===== config.mk =====
export PLATFORM = sky130hd
export DESIGN_NAME = byte_mem_arbiter
export DESIGN_NICKNAME = d
export VERILOG_FILES = /design/src/rtl/byte_mem_arbiter.sv
export SDC_FILE = /design/constraint.sdc
export NUM_CORES = 1
export LEC_CHECK = 0
export ABC_CLOCK_PERIOD_IN_PS = 1600
export BUFFER_PORTS_ARGS = -buffer_cell sky130_fd_sc_hd__clkbuf_2
export CAP_MARGIN = 40
export CORE_ASPECT_RATIO = 2
export CORE_MARGIN = 2
export CORE_UTILIZATION = 39
export CTS_CLUSTER_DIAMETER = 30
export DETAILED_ROUTE_END_ITERATION = 16
export PLACE_DENSITY = 0.69
export SLEW_MARGIN = 15
export SYNTH_ARGS = -nofsm -noshare
export SYNTH_HDL_FRONTEND = slang
export SYNTH_SLANG_ARGS = --single-unit

===== constraint.sdc =====
create_clock -name clk -period 1.6 [get_ports clk]
set_input_delay 0.16 -clock clk [delete_from_list [all_inputs] [get_ports clk]]
set_output_delay 0.16 -clock clk [all_outputs]
set_load 0.01 [all_outputs]

===== src/rtl/byte_mem_arbiter.sv =====
// Two-port arbiter sharing one byte-wide memory (active-low CS, RW high = read).
// One access per grant: IDLE -> ACCESS (memory cycle) -> ACK (handshake) -> IDLE.
module byte_mem_arbiter #(
    parameter int unsigned ADDRWIDTH = 3,
    parameter bit          RR        = 1'b1
) (
    input  logic                 clk,
    input  logic                 rst_n,
    input  logic                 req0,
    input  logic                 we0,
    input  logic [ADDRWIDTH-1:0] addr0,
    input  logic [7:0]           wdata0,
    output logic                 ack0,
    output logic [7:0]           rdata0,
    input  logic                 req1,
    input  logic                 we1,
    input  logic [ADDRWIDTH-1:0] addr1,
    input  logic [7:0]           wdata1,
    output logic                 ack1,
    output logic [7:0]           rdata1,
    output logic                 mem_cs,
    output logic                 mem_rw,
    output logic [ADDRWIDTH-1:0] mem_addr,
    output logic [7:0]           mem_din,
    input  logic [7:0]           mem_dout,
    output logic                 busy,
    output logic                 gnt
);

    typedef enum logic [1:0] {
        S_IDLE   = 2'd0,
        S_ACCESS = 2'd1,
        S_ACK    = 2'd2
    } state_e;

    state_e                 state_q, state_d;
    logic                   mem_cs_q, mem_cs_d;
    logic                   mem_rw_q, mem_rw_d;
    logic [ADDRWIDTH-1:0]   mem_addr_q, mem_addr_d;
    logic [7:0]             mem_din_q, mem_din_d;
    logic                   ack0_q, ack0_d;
    logic                   ack1_q, ack1_d;
    logic [7:0]             rdata0_q, rdata0_d;
    logic [7:0]             rdata1_q, rdata1_d;
    logic                   busy_q, busy_d;
    logic                   gnt_q, gnt_d;
    logic                   last_q, last_d;
    logic                   win_c;

    // Port 1 wins when alone, or in round-robin contention when port 0 was served last.
    assign win_c = req1 & (~req0 | (RR & ~last_q));

    // Next-state and registered-output logic.
    always_comb begin
        state_d    = state_q;
        mem_cs_d   = mem_cs_q;
        mem_rw_d   = mem_rw_q;
        mem_addr_d = mem_addr_q;
        mem_din_d  = mem_din_q;
        ack0_d     = 1'b0;
        ack1_d     = 1'b0;
        rdata0_d   = rdata0_q;
        rdata1_d   = rdata1_q;
        busy_d     = busy_q;
        gnt_d      = gnt_q;
        last_d     = last_q;

        unique case (state_q)
            S_IDLE: begin
                mem_cs_d = 1'b1;
                mem_rw_d = 1'b1;
                busy_d   = 1'b0;
                if (req0 || req1) begin
                    state_d    = S_ACCESS;
                    gnt_d      = win_c;
                    last_d     = win_c;
                    busy_d     = 1'b1;
                    mem_cs_d   = 1'b0;
                    mem_rw_d   = win_c ? ~we1 : ~we0;
                    mem_addr_d = win_c ? addr1 : addr0;
                    mem_din_d  = win_c ? wdata1 : wdata0;
                end
            end
            S_ACCESS: begin
                // Read data was driven by the memory at the mid-cycle falling edge.
                if (mem_rw_q) begin
                    if (gnt_q) rdata1_d = mem_dout;
                    else       rdata0_d = mem_dout;
                end
                mem_cs_d = 1'b1;
                mem_rw_d = 1'b1;
                ack0_d   = ~gnt_q;
                ack1_d   = gnt_q;
                state_d  = S_ACK;
            end
            S_ACK: begin
                busy_d  = 1'b0;
                state_d = S_IDLE;
            end
            default: begin
                mem_cs_d = 1'b1;
                mem_rw_d = 1'b1;
                busy_d   = 1'b0;
                state_d  = S_IDLE;
            end
        endcase
    end

    always_ff @(posedge clk) begin
        if (!rst_n) begin
            state_q    <= S_IDLE;
            mem_cs_q   <= 1'b1;
            mem_rw_q   <= 1'b1;
            mem_addr_q <= ADDRWIDTH'(0);
            mem_din_q  <= 8'h00;
            ack0_q     <= 1'b0;
            ack1_q     <= 1'b0;
            rdata0_q   <= 8'h00;
            rdata1_q   <= 8'h00;
            busy_q     <= 1'b0;
            gnt_q      <= 1'b0;
            last_q     <= 1'b1;
        end else begin
            state_q    <= state_d;
            mem_cs_q   <= mem_cs_d;
            mem_rw_q   <= mem_rw_d;
            mem_addr_q <= mem_addr_d;
            mem_din_q  <= mem_din_d;
            ack0_q     <= ack0_d;
            ack1_q     <= ack1_d;
            rdata0_q   <= rdata0_d;
            rdata1_q   <= rdata1_d;
            busy_q     <= busy_d;
            gnt_q      <= gnt_d;
            last_q     <= last_d;
        end
    end

    assign mem_cs   = mem_cs_q;
    assign mem_rw   = mem_rw_q;
    assign mem_addr = mem_addr_q;
    assign mem_din  = mem_din_q;
    assign ack0     = ack0_q;
    assign ack1     = ack1_q;
    assign rdata0   = rdata0_q;
    assign rdata1   = rdata1_q;
    assign busy     = busy_q;
    assign gnt      = gnt_q;

endmodule


* After elaboration in Yosys (flattened, before gate mapping)
Index checks and enable logic that the tools add are counted.
Operators by class: equality and inequality tests 3, muxes and demuxes 11, bitwise logic cells 7, reduce and logical (&&, ||, !) cells 6
Operator list (number):
- $mux W8 | 1
- $pmux W1 S2 | 3
- $reduce_and A3 Y1 | 2
- $not A1 Y1 | 5
- $mux W1 | 4
- $pmux W2 S2 | 1
- $reduce_and A2 Y1 | 2
- $mux W3 | 1
- $eq A2 B1 Y1 const B | 1
- $eq A2 B2 Y1 const B | 1
- $logic_not A2 Y1 | 1
- $mux W2 | 1
- $ne A2 B2 Y1 const B | 1
- $and A1 B1 Y1 | 1
- $logic_or A1 B1 Y1 | 1
- $or A1 B1 Y1 | 1
Storage, ports and cells: bits in registers 36, input port bits 36, output and inout bits 33

* Depth between registers and ports, before layout
depth after elaboration 6, depth in mapped cells 6

* Worst setup path after synthesis
OpenSTA, ideal clock, no wires.
path kind flip-flop to flip-flop, start register state_q[1], end register rdata0_q[6], in the netlist rdata0[6], setup time 0.119 ns, arrival 1.021 ns, data required time 1.481 ns, setup slack 0.460 ns, cell stages (with the launch flop) 7, clock period less this slack 1.140 ns, path through dfxtp_1 buf_6 nand4bb_1 buf_2 buf_2 nand3_1 o21ai_1
Between the ends: cells in the longest elaborated chain, start to end 2
Ends and longest elaborated chain:
- from (decl) | line 36 | state_e state_q, state_d;
- from (signal assigned) | line 124 | state_q <= state_d;
- $eq A2 B1 Y1 | line 68 | unique case (state_q)
- $reduce_and A3 Y1 (no source line)
- to (signal assigned) | line 131 | rdata0_q <= rdata0_d;
- to (decl) | line 43 | logic [7:0] rdata0_q, rdata0_d;
No other way between the ends. A chain may end at the register's enable or synchronous reset.

* Final worst setup path
start register state_q[1], end register mem_addr_q[1], in the netlist mem_addr[1]
Between the ends: cells in the longest elaborated chain, start to end 2
Ends and longest elaborated chain:
- $logic_not A2 Y1 | line 68
- $reduce_and A2 Y1 (no source line)
- to (signal assigned) | line 127 | mem_addr_q <= mem_addr_d;
- to (decl) | line 39 | logic [ADDRWIDTH-1:0] mem_addr_q, mem_addr_d;
No other way between the ends.

==> impl_metrics.yaml <==
synthesis:
  synth_warnings: 0
  syn_area_per_cell_um2: 9.29
  yosys_register_bits: 36
  synthesis.area_um2: 1480
  netlist_instances: 159
  seq_area_frac_synth_pct: 48.8
  synth_cell_types: 32
  synth_nets: 195
critical_path:
  endpoint_kind: "flip-flop"
  critPathRequiredTime_ps: 1760
  critPathLaunchType: "flip-flop"
  crit_arrival_ps: 1450
  crit_type: "flip-flop to flip-flop"
  worst-path-max-fanout: 16
floorplanning:
  coreArea_um2: 3610
  die-area_um2: 4330
  ioPinCount: 69
  std_cell_rows: 31
  start_util_pct: 41.0
  die_width_um: 47.5
  die_h_um: 91.1
global_routing:
  grt_max_degree: 28
  grtUsageTotal_pct: 17.2
  grt_pass1_vias: 1260
  antenna_found_initial: 0
  overflow: 0
  grt_first_pass_wirelength_um: 5400
sta:
  grt_setup_unrepaired: "false"
  maxSlewViolCount: 0
  min_period_ps: 1290
  hold_viol: 0
  fin_worst_skew_ps: 7.45
  maxClockFrequency_ghz: 0.774
  final-setup-viol-count: 0
  hold_slack_ps: 91.8
  tightest_slew_ps: 356
  tns_ps: 0
  relSlewSlack_pct: 76.3
  fin_crit_sh_pct: 80.7
detailed_routing:
  drtPass1Iterations: 4
  via_count: 1332
  drc: 0
  wire_per_inst_um: 11.9
  drt-initial-drc-count: 45
  finalWirelength_um: 3260
  routed_via_density: 4.84
  ant_nets: 0
clocking:
  root_buffer: "clkbuf_8"
  cts_hold_buf: 0
  clk_path_buf_depth: 2
  clk_latency_ps: 280
  cts_resized: 0
  cts_sinks: 36
  post_cts_buffers: 0
  tritoncts: "yes"
  h-tree-depth: 2
  clk_pin_slew_worst_paths_ps: 70
  cts-buffers-inserted: 5
cells_and_area:
  final_common_cell: "clkbuf_2"
  fin_util_pct: 53.3
  areaGrowthSynthToFinish_pct: 30.1
  drive_gt1_share_pct: 42.0
  n_antenna_cell: 0
  finalInstanceArea_um2: 1920
  final_cell_mix: "68 x clkbuf_2, 36 x dfxtp_1, 30 x nand2_1"
  nNetsFinal: 261
power_and_ir_drop:
  power_uw: 2020
  power.density_nw_per_um2: 1050
  leakage_uw: 0.000880
  vdd_drop_max_mv: 0.607
placed_design:
  hpwlAfterDp_um: 2600
  place.gp.congestion: 0.752
  io_buffers: 68
  placed_area_um2: 1830
flow_run:
  maxCapViolCount: 0
run_status:
  status: "completed"
worst_hold_path:
  hold_path_class: "primary input to flip-flop"
-- state kept, by name (all words and copies together) (netlist names) --
name	cells
mem_rw	1
mem_cs	1
mem_din	8
ack0	1
rdata1	8
busy	1
mem_addr	3
gnt	1
ack1	1
last_q	1
state_q	2
rdata0	8
-- kinds of logic after synthesis --
family / synth area share [%]
simple gates: 20.3
compound gates: 24.4
flops: 48.8
buf+inv: 5.76
mux: 0.762
-- cell usage after synthesis --
cell	number	area (um2)
nor2_4	1	11.3
o21a_1	1	7.51
nand3_1	16	80.1
o21ai_1	8	40.0
buf_2	8	40.0
dfxtp_1	36	721
nor3_2	1	10.0
buf_4	1	7.51
a21boi_2	1	11.3
clkbuf_1	1	3.75
and2_1	1	6.26
a21oi_1	13	65.1
or2_4	1	8.76
nor3b_1	1	7.51
a21bo_2	1	10.0
mux2_2	1	11.3
and3_1	2	12.5
buf_1	1	3.75
nor4_1	1	6.26
a21o_1	1	7.51
nand4b_2	1	15.0
and2_4	1	8.76
buf_6	2	22.5
nand4bb_1	1	11.3
inv_1	2	7.51
a21boi_0	1	7.51
nand2_1	30	113
nor3_1	2	10.0
o2111ai_1	1	8.76
o21ai_0	10	50.1
a311oi_2	9	135
a311oi_1	2	17.5
-- worst max-delay path: stages (launching register included) --
cell	delay, ps
dfxtp_1	410
nor2_4	310
and2_4	320
a311oi_2	110
-- layer usage --
metal  track usage [%]  part of all wire, %
met1              16.9                   37
met5                 0                    0
met3              6.56                  8.3
met2              29.2                   54
met4              8.10                 0.34
-- final timing paths --
check,slack (ps),startpoint,end,cells after the start
worst min-delay path,90,rst_n,mem_cs,2
worst max register to register,310,state_q[1],mem_addr[1],3
worst max-delay path,310,state_q[1],mem_addr[1],3
worst min register to register,450,rdata0[7],rdata0[7],2
-- through the flow --
stage	instances	setup WS, ps
floorplan	159	460
global placement	267	343
detailed placement	267	310
CTS	275	295
global route	275	192
finish	275	309
-- report_power, final --
group,total (uW),internal [uW],leakage (uW),switching (uW)
combinational,359,162,0.000539,197
sequential,1010,964,0.000295,45.1
clock,649,351,0.0000455,298
-- cell type report --
class	instances	area [um2]
Fill cell	357	1690
Sequential cell	36	721
Multi-Input combinational cell	108	672
Timing Repair Buffer	72	370
Clock buffer	8	90.1
Tap cell	49	61.3
Inverter	2	7.51
Note: power is estimated with default switching activity, not from simulation.
